[config.mk]
export PLATFORM = sky130hd
export DESIGN_NAME = alu_op_encoder
export DESIGN_NICKNAME = d
export VERILOG_FILES = /design/src/rtl/alu_enc_pkg.sv /design/src/rtl/alu_enc_decode.sv /design/src/rtl/alu_op_encoder.sv
export SDC_FILE = /design/constraint.sdc
export NUM_CORES = 1
export LEC_CHECK = 0
export BUFFER_PORTS_ARGS = -buffer_cell sky130_fd_sc_hd__buf_2
export CORE_MARGIN = 4
export CORE_UTILIZATION = 50
export DETAILED_ROUTE_END_ITERATION = 6
export GPL_ROUTABILITY_DRIVEN = 1
export GPL_TIMING_DRIVEN = 1
export PLACE_DENSITY = 0.77
export SLEW_MARGIN = 10
export SYNTH_ARGS = -nofsm -noshare
export SYNTH_HDL_FRONTEND = slang
export SYNTH_SLANG_ARGS = --single-unit
[constraint.sdc]
create_clock -name clk -period 4.7 [get_ports clk]
set_input_delay 0.235 -clock clk [delete_from_list [all_inputs] [get_ports clk]]
set_output_delay 0.235 -clock clk [all_outputs]
set_load 0.005 [all_outputs]
[src/rtl/alu_enc_pkg.sv]
// alu_enc_pkg -- shared definitions for the ALU op encoder.
//   Opcode constants (instr[15:11]), the 3-bit ALU codes (identical to the
//   ALU control decoder's encoding), the decoded-entry struct and the
//   RUN/HALTED state type. The helper functions map a 2-bit selector onto
//   the arithmetic/logic group or the shift/rotate group.
package alu_enc_pkg;

  localparam logic [4:0] OP_RALU = 5'b11011;
  localparam logic [4:0] OP_RSHF = 5'b11010;
  localparam logic [4:0] OP_ADDI = 5'b01000;
  localparam logic [4:0] OP_SUBI = 5'b01001;
  localparam logic [4:0] OP_ORI  = 5'b01010;
  localparam logic [4:0] OP_ANDI = 5'b01011;
  localparam logic [4:0] OP_ROLI = 5'b10100;
  localparam logic [4:0] OP_SLLI = 5'b10101;
  localparam logic [4:0] OP_RORI = 5'b10110;
  localparam logic [4:0] OP_SRAI = 5'b10111;
  localparam logic [4:0] OP_LD   = 5'b10001;
  localparam logic [4:0] OP_ST   = 5'b10000;
  localparam logic [4:0] OP_NOP  = 5'b00001;
  localparam logic [4:0] OP_HALT = 5'b00000;

  localparam logic [2:0] ALU_ADD = 3'b100;
  localparam logic [2:0] ALU_SUB = 3'b101;
  localparam logic [2:0] ALU_OR  = 3'b110;
  localparam logic [2:0] ALU_AND = 3'b111;
  localparam logic [2:0] ALU_ROL = 3'b000;
  localparam logic [2:0] ALU_SLL = 3'b001;
  localparam logic [2:0] ALU_ROR = 3'b010;
  localparam logic [2:0] ALU_SRA = 3'b011;

  typedef struct packed {
    logic [2:0] alu_op;
    logic       imm_sel;
    logic       reg_write;
    logic       mem_read;
    logic       mem_write;
    logic [2:0] rd;
    logic       halt;
    logic       err;
  } entry_t;

  typedef enum logic {
    ST_RUN    = 1'b0,
    ST_HALTED = 1'b1
  } state_t;

  // Selector 00/01/10/11 -> ADD/SUB/OR/AND.
  function automatic logic [2:0] arith_op(input logic [1:0] sel);
    logic [2:0] op;
    case (sel)
      2'b00:   op = ALU_ADD;
      2'b01:   op = ALU_SUB;
      2'b10:   op = ALU_OR;
      2'b11:   op = ALU_AND;
      default: op = ALU_ADD;
    endcase
    return op;
  endfunction

  // Selector 00/01/10/11 -> ROL/SLL/ROR/SRA.
  function automatic logic [2:0] shift_op(input logic [1:0] sel);
    logic [2:0] op;
    case (sel)
      2'b00:   op = ALU_ROL;
      2'b01:   op = ALU_SLL;
      2'b10:   op = ALU_ROR;
      2'b11:   op = ALU_SRA;
      default: op = ALU_ROL;
    endcase
    return op;
  endfunction

endpackage

[src/rtl/alu_enc_decode.sv]
// alu_enc_decode -- purely combinational instruction -> decoded entry.
// Ports:
//   instr  in  16  instruction (opcode [15:11], rd [10:8], func [1:0])
//   entry  out     decoded entry; unknown opcodes give ADD with all
//                  enables low and err set
module alu_enc_decode
  import alu_enc_pkg::*;
(
  input  logic [15:0] instr,
  output entry_t      entry
);

  logic [4:0] opcode;
  logic [1:0] func;
  logic       unused_bits;

  assign opcode      = instr[15:11];
  assign func        = instr[1:0];
  assign unused_bits = ^instr[7:2];

  // Opcode table lookup; immediate groups take their selector from opcode[1:0].
  always_comb begin
    entry           = '0;
    entry.alu_op    = ALU_ADD;
    entry.rd        = instr[10:8];
    case (opcode)
      OP_RALU: begin
        entry.alu_op    = arith_op(func);
        entry.reg_write = 1'b1;
      end
      OP_RSHF: begin
        entry.alu_op    = shift_op(func);
        entry.reg_write = 1'b1;
      end
      OP_ADDI, OP_SUBI, OP_ORI, OP_ANDI: begin
        entry.alu_op    = arith_op(opcode[1:0]);
        entry.imm_sel   = 1'b1;
        entry.reg_write = 1'b1;
      end
      OP_ROLI, OP_SLLI, OP_RORI, OP_SRAI: begin
        entry.alu_op    = shift_op(opcode[1:0]);
        entry.imm_sel   = 1'b1;
        entry.reg_write = 1'b1;
      end
      OP_LD: begin
        entry.imm_sel   = 1'b1;
        entry.reg_write = 1'b1;
        entry.mem_read  = 1'b1;
      end
      OP_ST: begin
        entry.imm_sel   = 1'b1;
        entry.mem_write = 1'b1;
      end
      OP_NOP: begin
        entry.reg_write = 1'b0;
      end
      OP_HALT: begin
        entry.halt      = 1'b1;
      end
      default: begin
        entry.err       = 1'b1;
      end
    endcase
  end

endmodule

[src/rtl/alu_op_encoder.sv]
// alu_op_encoder -- decode stage: instr -> alu_op + operand/writeback controls,
// buffered in a 2-entry skid FIFO with valid/ready on both sides.
// Optional feature macro: ALU_ENC_ILLCNT_EN (adds ill_cnt, a saturating
// count of accepted illegal instructions, cleared only by reset).
// Ports:
//   clk, rst_n            clock, async active-low reset
//   in_valid/in_ready     fetch handshake (in_ready registered)
//   instr                 16-bit instruction
//   flush                 sync: empty buffer, return to RUN, drop offered instr
//   out_valid/out_ready   execute handshake on the head entry
//   alu_op..err           head entry fields (hold when out_valid=0)
//   halted                HALT accepted and not yet flushed
//   ill_cnt               illegal-instruction count (macro only)
module alu_op_encoder
  import alu_enc_pkg::*;
#(
  parameter int DEPTH = 2
`ifdef ALU_ENC_ILLCNT_EN
  , parameter int CNT_W = 8
`endif
) (
  input  logic             clk,
  input  logic             rst_n,
  input  logic             in_valid,
  output logic             in_ready,
  input  logic [15:0]      instr,
  input  logic             flush,
  output logic             out_valid,
  input  logic             out_ready,
  output logic [2:0]       alu_op,
  output logic             imm_sel,
  output logic             reg_write,
  output logic             mem_read,
  output logic             mem_write,
  output logic [2:0]       rd,
  output logic             halt,
  output logic             err,
`ifdef ALU_ENC_ILLCNT_EN
  output logic [CNT_W-1:0] ill_cnt,
`endif
  output logic             halted
);

  localparam logic [1:0] DEPTH_CNT = 2'(DEPTH);

  entry_t     dec;
  entry_t     head;
  entry_t     tail;
  logic [1:0] count;
  logic [1:0] count_next;
  state_t     state;
  state_t     state_next;
  logic       push;
  logic       pop;

  alu_enc_decode u_decode (
    .instr (instr),
    .entry (dec)
  );

  // flush masks both sides of the handshake so nothing moves that cycle.
  assign push = in_valid & in_ready & ~flush;
  assign pop  = out_valid & out_ready & ~flush;

  // Occupancy after this cycle's push/pop/flush.
  always_comb begin
    count_next = count;
    if (flush) begin
      count_next = 2'd0;
    end else begin
      case ({push, pop})
        2'b10:   count_next = count + 2'd1;
        2'b01:   count_next = count - 2'd1;
        default: count_next = count;
      endcase
    end
  end

  // Next state: HALT acceptance stops intake; only flush resumes it.
  always_comb begin
    state_next = state;
    if (flush) begin
      state_next = ST_RUN;
    end else begin
      case (state)
        ST_RUN:    state_next = (push && dec.halt) ? ST_HALTED : ST_RUN;
        ST_HALTED: state_next = ST_HALTED;
        default:   state_next = ST_RUN;
      endcase
    end
  end

  // State register.
  always_ff @(posedge clk or negedge rst_n) begin
    if (!rst_n) begin
      state <= ST_RUN;
    end else begin
      state <= state_next;
    end
  end

  // Occupancy plus the registered handshake flags derived from next-state values.
  always_ff @(posedge clk or negedge rst_n) begin
    if (!rst_n) begin
      count     <= 2'd0;
      out_valid <= 1'b0;
      in_ready  <= 1'b1;
    end else begin
      count     <= count_next;
      out_valid <= (count_next != 2'd0);
      in_ready  <= (count_next < DEPTH_CNT) && (state_next == ST_RUN);
    end
  end

  // Entry storage. in_ready guarantees no push when full, so a pop from a
  // full buffer only promotes tail; a push lands in head when head is free
  // or being consumed this cycle, otherwise in tail.
  always_ff @(posedge clk or negedge rst_n) begin
    if (!rst_n) begin
      head <= '0;
      tail <= '0;
    end else if (!flush) begin
      if (pop && (count == 2'd2)) begin
        head <= tail;
      end else if (push && ((count == 2'd0) || pop)) begin
        head <= dec;
      end else if (push) begin
        tail <= dec;
      end
    end
  end

`ifdef ALU_ENC_ILLCNT_EN
  // Saturating count of accepted illegal instructions; flush leaves it alone.
  always_ff @(posedge clk or negedge rst_n) begin
    if (!rst_n) begin
      ill_cnt <= '0;
    end else if (push && dec.err && !(&ill_cnt)) begin
      ill_cnt <= ill_cnt + 1'b1;
    end
  end
`endif

  assign alu_op    = head.alu_op;
  assign imm_sel   = head.imm_sel;
  assign reg_write = head.reg_write;
  assign mem_read  = head.mem_read;
  assign mem_write = head.mem_write;
  assign rd        = head.rd;
  assign halt      = head.halt;
  assign err       = head.err;
  assign halted    = (state == ST_HALTED);

endmodule
==> results of run 1 <==
cells by family after synthesis:
| logic type | count (synthesis) | synth area share (%) |
|---|---|---|
| buffers and inverters | 11 | 4.38 |
| and+or+nand+nor | 47 | 19.8 |
| DFF | 29 | 48.9 |
| AOI/OAI and AO/OA | 30 | 12.9 |
| adders and majority gates | 1 | 0.842 |
| muxes | 16 | 12.0 |
| xor gates and xnor gates | 2 | 1.18 |
through the flow:
step	area (µm²)	util, %
6_report	1690	60.3
5_1_grt	1690	60.3
4_1_cts	1690	60.3
3_5_place_dp	1610	57.4
3_3_place_gp	1610	57.4
2_1_floorplan	1490	-
per-layer routing:
metal / routed length [µm] / GRT usage [%] / vias to the layer above
met5: 0 / 0 / -
met4: 24 / 6.89 / 0
met3: 155 / 4.86 / 4
met2: 1470 / 28.4 / 21
met1: 1350 / 20.5 / 555
li1: - / - / 541
power by group through the flow:
stage	Combinational (mW)	Sequential (mW)	Clock (mW)
after floorplan	0.108	0.357	0
after global placement	0.159	0.356	0
after detailed placement	0.166	0.361	0
after CTS	0.169	0.356	0.177
after global routing	0.186	0.365	0.191
final	0.165	0.356	0.173
cell type report:
type | count | area (µm²) | area share, %
inverter | 2 | 7.51 | 0.444
tap | 31 | 38.8 | 2.29
timing repair buffer | 30 | 155 | 9.17
multi-input combinational | 96 | 693 | 41.0
clock inverter | 1 | 5.00 | 0.296
sequential | 29 | 727 | 43.0
clock buffer | 7 | 65.1 | 3.85
how the worst max path moves through the flow:
stage | startpoint | endpoint | slack (ns) | cells after the start
after CTS | in_ready | tail[1] | 2.85 | 3
final | in_ready | tail[1] | 2.85 | 3
after global placement | in_ready | tail[6] | 2.87 | 3
after global routing | in_ready | tail[11] | 2.79 | 3
after detailed placement | in_ready | tail[8] | 2.87 | 3
after floorplan | in_ready | in_ready | 3.03 | 5
state kept, by name, indices dropped and copies added, names as in the netlist, 2 cells and up:
register / cells
rd: 3
tail: 12
count: 2
alu_op: 3
repair_timing:
item,in CTS,in global routing
hold buffers,1,0
endpoints found under the hold margin,28,0
endpoints found under the setup margin,0,0
cells in the mapped netlist, drive strengths merged, types with 2 or more instances:
cell / n
nand2: 11
mux2: 8
a221oi: 2
buf: 7
and2: 4
a21oi: 3
o22ai: 2
o31ai: 3
nor2b: 7
nor4bb: 2
nor2: 9
clkbuf: 2
inv: 2
nand3: 2
o21ai: 12
mux2i: 8
nand2b: 3
and3b: 2
dfrtp: 28
worst max-delay path, delay by kind of cell (launching register included):
family / cells / cell delay, ns
mux: 1 / 0.41
simple gates: 2 / 0.77
flops: 1 / 0.56
==> metrics.md, run 1 <==
| Metric | Value |
|---|---|
| Status | `finished clean` |
| Layout Area Growth over Synthesis | `13.9%` |
| Post-CTS Resized | `0` |
| Via count | `around 1100` |
| Clock Latency Late Sink | `approximately 0.32 ns` |
| Root buffer cell | `clkbuf_4` |
| Final Max Tran Viols | `0` |
| Period utilisation layout | `39.3%` |
| Worst Hold Path EP | `out_valid` |
| Initial DRT Pass Iterations | `4` |
| CTS tree | `built` |
| Placed instance count | `between 150 and 200` |
| Hold wc startpoint | `flush` |
| Mapped cell area | `roughly 1500 µm²` |
| Max-Cap Viols | `0` |
| Worst slack, placed | `~2.9 ns` |
| Fin Setup TNS | `0 ns` |
| Rows | `19` |
| Pint | `about 0.49 mW` |
| Final Hold Fails | `0` |
| Layout Nets | `between 150 and 200` |
| Synth Instances | `between 100 and 150` |
| HP Class | `in -> reg` |
| Yosys warns | `0` |
| Placer Congestion | `~0.83` |
| Tot Pwr | `0.694 mW` |
| # IOs | `36` |
| GRT Residual Overflow | `0` |
| Max_slew headroom | `a little under half` |
| CP Cell Sequence | `nand3b_4, nor3_4, mux2_2` |
| Most frequent cells in the layout | `buf_2 (29), dfrtp_1 (28), nand2_1 (11), o21ai_0 (10)` |
| Cells on Worst Hold Path | `2` |
| Die H | `roughly 63 µm` |
| Crit-path max FO | `16` |
| First-pass GRT wire length | `between 5000 and 6000 µm` |
| NetSw | `around 0.2 mW` |
| Initial antenna violation count | `0` |
| Largest net degree at the start of global routing | `30` |
| Crit path DAT | `between 2 and 2.5 ns` |
| Top FF cell, synth | `dfrtp_1` |
| Core area | `between 2000 and 3000 µm²` |
| Final HPWL DP | `between 2000 and 2500 µm` |
| Crit path kind | `reg -> reg` |
| R2r endpoint | `tail[1]` |
| Fin cells | `between 150 and 200` |
| Detailed-route DRC error count | `0` |
| Commonest non-fill, non-tap cell in the layout | `buf_2` |
| WHS | `roughly 0.13 ns` |
| Post-CTS setup buffer count | `0` |
| Total GRT Usage | `17.0%` |
| Clk_skew | `about 0.0062 ns` |
| Fill cell count | `around 240` |
| Initial Utilization | `52.9%` |
| Layout cells sized above 1 | `approximately 30%` |
| LEAKAGE | `around 0.76 nW` |
| EDFF count, synth | `0` |
| Unrepaired setup endpoints after global routing | `false` |
| Startpoint types | `register` |
| CP Data Required Time | `around 4.9 ns` |
| Asr flop ratio synth | `100%` |
| Min Tclk post-route | `between 1.5 and 2 ns` |
| Die ar. | `3910 µm²` |
| Fmax | `between 500 and 600 MHz` |
| Worst-Margin Slew | `slightly above 0.8 ns` |
| Largest vdd supply drop | `0.215 mV` |
| Worst Setup End Kind | `register` |
| Power Dens Cells | `410 nW/µm²` |
| Synth area leaders | `dfrtp_1 (47%), mux2i_1 (5.4%), mux2_2 (4.5%)` |
| Clock Path Buffers | `2` |
| Routed len/inst | `approximately 15 µm` |
| Worst path max stage delay | `roughly 0.64 ns` |
| Number of global-route vias before repair | `1214` |
| TritonCTS Buffers | `5` |
| Routed Antenna Nets | `0` |
| Flop pwr share | `between 50% and 60%` |
| R2R Setup Slk | `approximately 2.9 ns` |
| Number of vias per cell | `between 5 and 6` |
| R2R depth | `3` |
| Netlist cell types | `44` |
| Top cell type's share of synthesized area | `about 47%` |
| H-Tree Depth | `2` |
| Clock Pin Slew Worst Setup and Hold Paths | `0.09 ns` |
| Post-synthesis sequential area ratio | `just under 50%` |
| Total Wirelength | `3000 µm` |
| Final WS setup | `around 2.9 ns` |
| Avg Cell Area, Syn | `10.9 µm²` |
| N_diodes | `0` |
| CP max stage cell | `nor3_4` |
| Comb power frac | `23.8%` |
| Register bit total from synthesis | `29` |
| Clock power frac | `roughly a quarter` |
| Net Sw Frac | `between 20 and 30%` |
| Synth area leader | `dfrtp_1` |
| PortBufs | `29` |
| Final setup fails | `0` |
| R2R Path Start | `in_ready` |
| Clock Sink Count | `29` |
| Die Width | `62.5 µm` |
| Syn_nets | `around 160` |
| Initial DRC count | `36` |
Note: power is estimated with default switching activity, not from simulation.
==> run 2: changes to the inputs <==
Settings changed: ABC_AREA from default to 1.
Clock period 4.7 ns to 1.9 ns, I/O delays scaled along.
==> metrics.md, run 2 <==
| Metric | Value |
|---|---|
| Status | `finished clean (unchanged)` |
| Final WS setup | `0.149 ns (was 2.85 ns)` |
| Worst-Margin Slew | `0.637 ns (was 0.811 ns)` |
| Most frequent cells in the layout | `nand2_1 (76), buf_2 (29), dfrtp_1 (28), inv_1 (22), nor2_1 (17) (was buf_2 (29), dfrtp_1 (28), nand2_1 (11), o21ai_0 (10))` |
| Post-synthesis sequential area ratio | `47.2% (was 48.9%)` |
| Number of vias per cell | `4.91 (was 5.72)` |
| Final Hold Fails | `0 (unchanged)` |
| Root buffer cell | `clkbuf_4 (unchanged)` |
| Placer Congestion | `0.834 (was 0.833)` |
| # IOs | `36 (unchanged)` |
| Max-Cap Viols | `0 (unchanged)` |
| Commonest cells in the netlist | `nand2_1 (76), dfrtp_1 (28), inv_1 (22) (was dfrtp_1 (28), nand2_1 (11), o21ai_0 (10))` |
| Cells on Worst Hold Path | `3 (was 2)` |
| Crit path kind | `reg -> reg (unchanged)` |
| Core area | `2850 µm² (was 2810 µm²)` |
| Hold wc startpoint | `instr[8] (was flush)` |
| Number of global-route vias before repair | `1223 (was 1214)` |
| Crit path DAT | `1.96 ns (was 2.05 ns)` |
| Worst Hold Path EP | `tail[2] (was out_valid)` |
| Synth area leaders | `dfrtp_1 (46%), nand2_1 (19%), inv_1 (5.4%) (was dfrtp_1 (47%), mux2i_1 (5.4%), mux2_2 (4.5%))` |
| Layout Nets | `255 (was 186)` |
| GRT Residual Overflow | `0 (unchanged)` |
| Clk_skew | `0.00771 ns (was 0.00622 ns)` |
| Crit-path max FO | `4 (was 16)` |
| First-pass GRT wire length | `5430 µm (was 5360 µm)` |
| Fin Setup TNS | `0 ns (unchanged)` |
| EDFF count, synth | `0 (unchanged)` |
| Initial Utilization | `53.9% (was 52.9%)` |
| WHS | `0.00840 ns (was 0.125 ns)` |
| Top FF cell, synth | `dfrtp_1 (unchanged)` |
| Placed instance count | `253 (was 187)` |
| Most common cell in the synthesized netlist | `nand2_1 (was dfrtp_1)` |
| Placed Area | `1680 µm² (was 1610 µm²)` |
| Layout cells sized above 1 | `22.2% (was 30.3%)` |
| Initial antenna violation count | `0 (unchanged)` |
| Clock Path Buffers | `2 (unchanged)` |
| Asr flop ratio synth | `100% (unchanged)` |
| TritonCTS Buffers | `5 (unchanged)` |
| Layout Area Growth over Synthesis | `17.0% (was 13.9%)` |
| Yosys warns | `0 (unchanged)` |
| Design Area, Final | `1800 µm² (was 1690 µm²)` |
| Top cell type's share of synthesized area | `45.5% (was 47.2%)` |
| Period utilisation layout | `92.1% (was 39.3%)` |
| Total GRT Usage | `17.1% (was 17.0%)` |
| Netlist cell types | `22 (was 44)` |
| Die H | `63.5 µm (was 62.5 µm)` |
| Via count | `1302 (was 1121)` |
| Synth area leader | `dfrtp_1 (unchanged)` |
| Max FFs per register | `12 (unchanged)` |
| Synth Instances | `197 (was 136)` |
| Clock Pin Slew Worst Setup and Hold Paths | `0.08 ns (was 0.09 ns)` |
| Routed Antenna Nets | `0 (unchanged)` |
| Min Tclk post-route | `1.75 ns (was 1.85 ns)` |
| Syn_nets | `219 (was 158)` |
| Die Width | `63.5 µm (was 62.5 µm)` |
| Startpoint types | `register (unchanged)` |
| Unrepaired setup endpoints after global routing | `false (unchanged)` |
| CP Data Required Time | `2.11 ns (was 4.91 ns)` |
| Final setup fails | `0 (unchanged)` |
| Rows | `19 (unchanged)` |
| R2r endpoint | `out_valid (was tail[1])` |
| Worst slack, placed | `0.116 ns (was 2.87 ns)` |
| LEAKAGE | `1.02 nW (was 0.760 nW)` |
| N_diodes | `0 (unchanged)` |
| CP Launch Point | `in_ready (unchanged)` |
| Die ar. | `4030 µm² (was 3910 µm²)` |
| R2R Path Start | `in_ready (unchanged)` |
| Total Wirelength | `3000 µm (about the same)` |
| Fin cells | `265 (was 196)` |
| Initial DRT Pass Iterations | `4 (unchanged)` |
| R2R Setup Slk | `0.15 ns (was 2.85 ns)` |
| Initial DRC count | `59 (was 36)` |
| Largest vdd supply drop | `0.629 mV (was 0.215 mV)` |
| Final HPWL DP | `2110 µm (was 2100 µm)` |
| Worst Setup End Kind | `register (unchanged)` |
| Power Dens Cells | `1010 nW/µm² (was 410 nW/µm²)` |
| HP Class | `in -> reg (unchanged)` |
| Max_slew headroom | `57.5% (was 45.9%)` |
| Routed len/inst | `11.3 µm (was 15.3 µm)` |
| Fmax | `571 MHz (was 541 MHz)` |
| Clock Sink Count | `29 (unchanged)` |
| R2R depth | `9 (was 3)` |
| Largest net degree at the start of global routing | `30 (unchanged)` |
| Commonest non-fill, non-tap cell in the layout | `nand2_1 (was buf_2)` |
| Clock Latency Late Sink | `0.33 ns (was 0.32 ns)` |
| Detailed-route DRC error count | `0 (unchanged)` |
| H-Tree Depth | `2 (unchanged)` |
| Biggest register | `tail (unchanged)` |
| CTS tree | `built (unchanged)` |
| PortBufs | `29 (unchanged)` |
| Final Max Tran Viols | `0 (unchanged)` |
| Post-CTS Resized | `0 (unchanged)` |
| Avg Cell Area, Syn | `7.81 µm² (was 10.9 µm²)` |
| Mapped cell area | `1540 µm² (was 1490 µm²)` |
| Register bit total from synthesis | `29 (unchanged)` |
## run 2: cells by family after synthesis
| family | share of synthesized area, % |
|---|---|
| buf+inv | 9.02 |
| fa+ha+maj | 0.813 |
| flops | 47.2 |
| simple gates | 34.6 |
| compound gates | 8.37 |
## run 2: cell type report
cell class                      count  area [µm²]
Fill cell                         282        1050
Sequential cell                    29         727
Multi-Input combinational cell    139         673
Timing Repair Buffer               33         183
Inverter                           25        93.8
Clock buffer                        7        55.1
Tap cell                           31        38.8
Clock inverter                      1        30.0
## run 2: layer usage
metal | vias up | wire length [µm] | track usage (%)
met3 | 4 | 153 | 5.68
li1 | 684 | - | -
met5 | - | 0 | 0
met2 | 30 | 1430 | 27.0
met4 | 0 | 30 | 5.93
met1 | 584 | 1390 | 21.8
## run 2: power breakdown
part | total, mW | internal [mW] | switching [mW]
Combinational | 0.427 | 0.188 | 0.239
Sequential | 0.873 | 0.796 | 0.0772
Clock | 0.527 | 0.314 | 0.213
## run 2: timing repair
action	in CTS	in global routing
setup buffers	0	1
endpoints found under the setup margin	0	1
hold buffers	3	0
hold endpoints to repair	30	0
## run 2: worst max-delay path by stage
stage,depth (start not counted),endpoint
CTS,9,out_valid
global placement,9,out_valid
global route,9,out_valid
detailed placement,9,out_valid
floorplan,9,out_valid
finish,9,out_valid
## run 2: critical path, stage by stage, from the launching register on
cell     delay [ns]
dfstp_2        0.56
nand3_4        0.09
ha_1           0.29
inv_1          0.09
nand2_1        0.06
nor2_1         0.12
nand2_1        0.06
nand2_1        0.05
nor2_1         0.05
or2_2          0.26
## run 2: metrics by stage
step | util, % | total power [mW]
6_report | 63.1 | 1.83
5_1_grt | 63.1 | 1.97
4_1_cts | 62.9 | 1.85
3_5_place_dp | 58.8 | 1.31
3_3_place_gp | 58.8 | 1.29
2_1_floorplan | - | 1.15
==> run 3: changes to the inputs <==
Settings changed: HOLD_SLACK_MARGIN from default to 0.05.
==> metrics.md, run 3 (synthesized netlist as in run 2, its figures left out) <==
| Metric | Value |
|---|---|
| Worst Hold Path EP | `tail[10] (was tail[2])` |
| Most frequent cells in the layout | `nand2_1 (76), buf_2 (29), dfrtp_1 (28), inv_1 (22), nor2_1 (17) (unchanged)` |
| Crit path DAT | `2.01 ns (was 1.96 ns)` |
| Design Area, Final | `1820 µm² (was 1800 µm²)` |
| Crit-path max FO | `4 (unchanged)` |
| Largest vdd supply drop | `0.632 mV (was 0.629 mV)` |
| Pint | `1.30 mW (about the same)` |
| Layout cells sized above 1 | `21.7% (was 22.2%)` |
| Startpoint types | `register (unchanged)` |
| Initial antenna violation count | `0 (unchanged)` |
| Fin cells | `266 (was 265)` |
| Die ar. | `4030 µm² (unchanged)` |
| Power Dens Cells | `1010 nW/µm² (about the same)` |
| Via count | `1307 (was 1302)` |
| Unrepaired setup endpoints after global routing | `false (unchanged)` |
| Placer Congestion | `0.834 (unchanged)` |
| Number of vias per cell | `4.91 (about the same)` |
| Initial DRT Pass Iterations | `4 (unchanged)` |
| NetSw | `0.533 mW (was 0.529 mW)` |
| H-Tree Depth | `2 (unchanged)` |
| Hold wc startpoint | `instr[1] (was instr[8])` |
| Clock Latency Late Sink | `0.33 ns (about the same)` |
| Root buffer cell | `clkbuf_4 (unchanged)` |
| Clk_skew | `0.00681 ns (was 0.00771 ns)` |
| Period utilisation layout | `94.2% (was 92.1%)` |
| TritonCTS Buffers | `5 (unchanged)` |
| Final Max Tran Viols | `0 (unchanged)` |
| Initial Utilization | `53.9% (unchanged)` |
| Min Tclk post-route | `1.79 ns (was 1.75 ns)` |
| Core area | `2850 µm² (unchanged)` |
| Routed len/inst | `11.4 µm (was 11.3 µm)` |
| R2R depth | `9 (unchanged)` |
| Total GRT Usage | `17.3% (was 17.1%)` |
| Die Width | `63.5 µm (unchanged)` |
| Initial DRC count | `62 (was 59)` |
| # IOs | `36 (unchanged)` |
| N_diodes | `0 (unchanged)` |
| Max FFs per register | `12 (unchanged)` |
| Largest net degree at the start of global routing | `30 (unchanged)` |
| LEAKAGE | `1.03 nW (was 1.02 nW)` |
| Final HPWL DP | `2110 µm (unchanged)` |
| Worst Setup End Kind | `register (unchanged)` |
| Biggest register | `tail (unchanged)` |
| Detailed-route DRC error count | `0 (unchanged)` |
| Net Sw Frac | `29.1% (was 29.0%)` |
| Placed Area | `1680 µm² (unchanged)` |
| PortBufs | `29 (unchanged)` |
| Rows | `19 (unchanged)` |
| CTS tree | `built (unchanged)` |
| HP Class | `in -> reg (unchanged)` |
| Fmax | `559 MHz (was 571 MHz)` |
| Clock Sink Count | `29 (unchanged)` |
| Cells on Worst Hold Path | `5 (was 3)` |
| Crit path kind | `reg -> reg (unchanged)` |
| First-pass GRT wire length | `5510 µm (was 5430 µm)` |
| Commonest non-fill, non-tap cell in the layout | `nand2_1 (unchanged)` |
| Final Hold Fails | `0 (unchanged)` |
| Post-CTS setup buffer count | `0 (unchanged)` |
| Clock Path Buffers | `2 (unchanged)` |
| Layout Nets | `256 (was 255)` |
| Routed Antenna Nets | `0 (unchanged)` |
| GRT Residual Overflow | `0 (unchanged)` |
| Final setup fails | `0 (unchanged)` |
| Clock Pin Slew Worst Setup and Hold Paths | `0.09 ns (was 0.08 ns)` |
| Fin Setup TNS | `0 ns (unchanged)` |
| Max_slew headroom | `57.4% (was 57.5%)` |
| Total Wirelength | `3030 µm (was 3000 µm)` |
| Status | `finished clean (unchanged)` |
| Comb power frac | `23.4% (about the same)` |
| R2r endpoint | `out_valid (unchanged)` |
| Number of global-route vias before repair | `1244 (was 1223)` |
| Placed instance count | `253 (unchanged)` |
| CP Data Required Time | `2.12 ns (was 2.11 ns)` |
| Layout Area Growth over Synthesis | `18.0% (was 17.0%)` |
| Max-Cap Viols | `0 (unchanged)` |
| R2R Setup Slk | `0.11 ns (was 0.15 ns)` |
| Worst-Margin Slew | `0.639 ns (was 0.637 ns)` |
| Flop pwr share | `47.7% (was 47.8%)` |
| R2R Path Start | `in_ready (unchanged)` |
| Die H | `63.5 µm (unchanged)` |
| Clock power frac | `28.9% (about the same)` |
==> run 3: changes by cell type in the layout (fill, tap and decap cells not counted) <==
| cell | delta |
|---|---|
| inv_2 | -1 |
| inv_4 | +1 |
| buf_4 | -1 |
| dlygate4sd3_1 | +2 |
==> run 3: power groups by stage <==
stage          clock, mW  combinational (mW)  sequential, mW
6_report           0.530               0.429           0.873
5_1_grt            0.580               0.498           0.898
4_1_cts            0.540               0.435           0.873
3_5_place_dp           0               0.424           0.886
3_3_place_gp           0               0.414           0.879
2_1_floorplan          0               0.269           0.885
==> run 3: worst max path at each step <==
stage                        start         to  cells past startpoint  slack [ns]
after detailed placement  in_ready  out_valid                      9        0.12
after global placement    in_ready  out_valid                      9        0.16
final                     in_ready  out_valid                      9        0.11
after floorplan           in_ready  out_valid                      9        0.20
after global routing      in_ready  out_valid                      9      0.0003
after CTS                    flush  out_valid                     12        0.08
==> run 3: critical path, stage by stage, from the launching register on <==
cell and delay, ns:
dfstp_2 0.56, nand3_4 0.12, ha_1 0.30, inv_1 0.09
nand2_1 0.06, nor2_1 0.12, nand2_1 0.06, nand2_1 0.05
nor2_1 0.05, or2_2 0.26
==> run 3: timing repair <==
item / CTS / global route
endpoints found under the hold margin: 32 / 0
hold buffers: 5 / 0
setup endpoints to repair: 0 / 1
resized for setup: 0 / 1
==> run 3: stage by stage <==
step	setup WS (ns)	hold WS (ns)	power (mW)	utilization, %
5_1_grt	0.000302	0.131	1.98	63.6
3_3_place_gp	0.160	0.162	1.29	58.8
4_1_cts	0.0796	0.107	1.85	63.6
3_5_place_dp	0.116	0.165	1.31	58.8
2_1_floorplan	0.201	-0.201	1.15	-
6_report	0.110	0.110	1.83	63.6
==> run 3: area by class of cell <==
| class | count | area [µm²] |
|---|---|---|
| fillers | 284 | 1040 |
| inverters | 25 | 96.3 |
| clock buffers | 7 | 55.1 |
| repair buffers | 34 | 195 |
| well taps | 31 | 38.8 |
| clock inverters | 1 | 30.0 |
| flip-flops and latches | 29 | 727 |
| multi-input cells | 139 | 673 |
==> run 3: routing by layer <==
layer	vias up	GRT usage [%]	routed length, µm
li1	686	-	-
met2	31	27.8	1420
met5	-	0	0
met3	6	5.68	174
met4	0	5.93	44
met1	584	21.9	1400
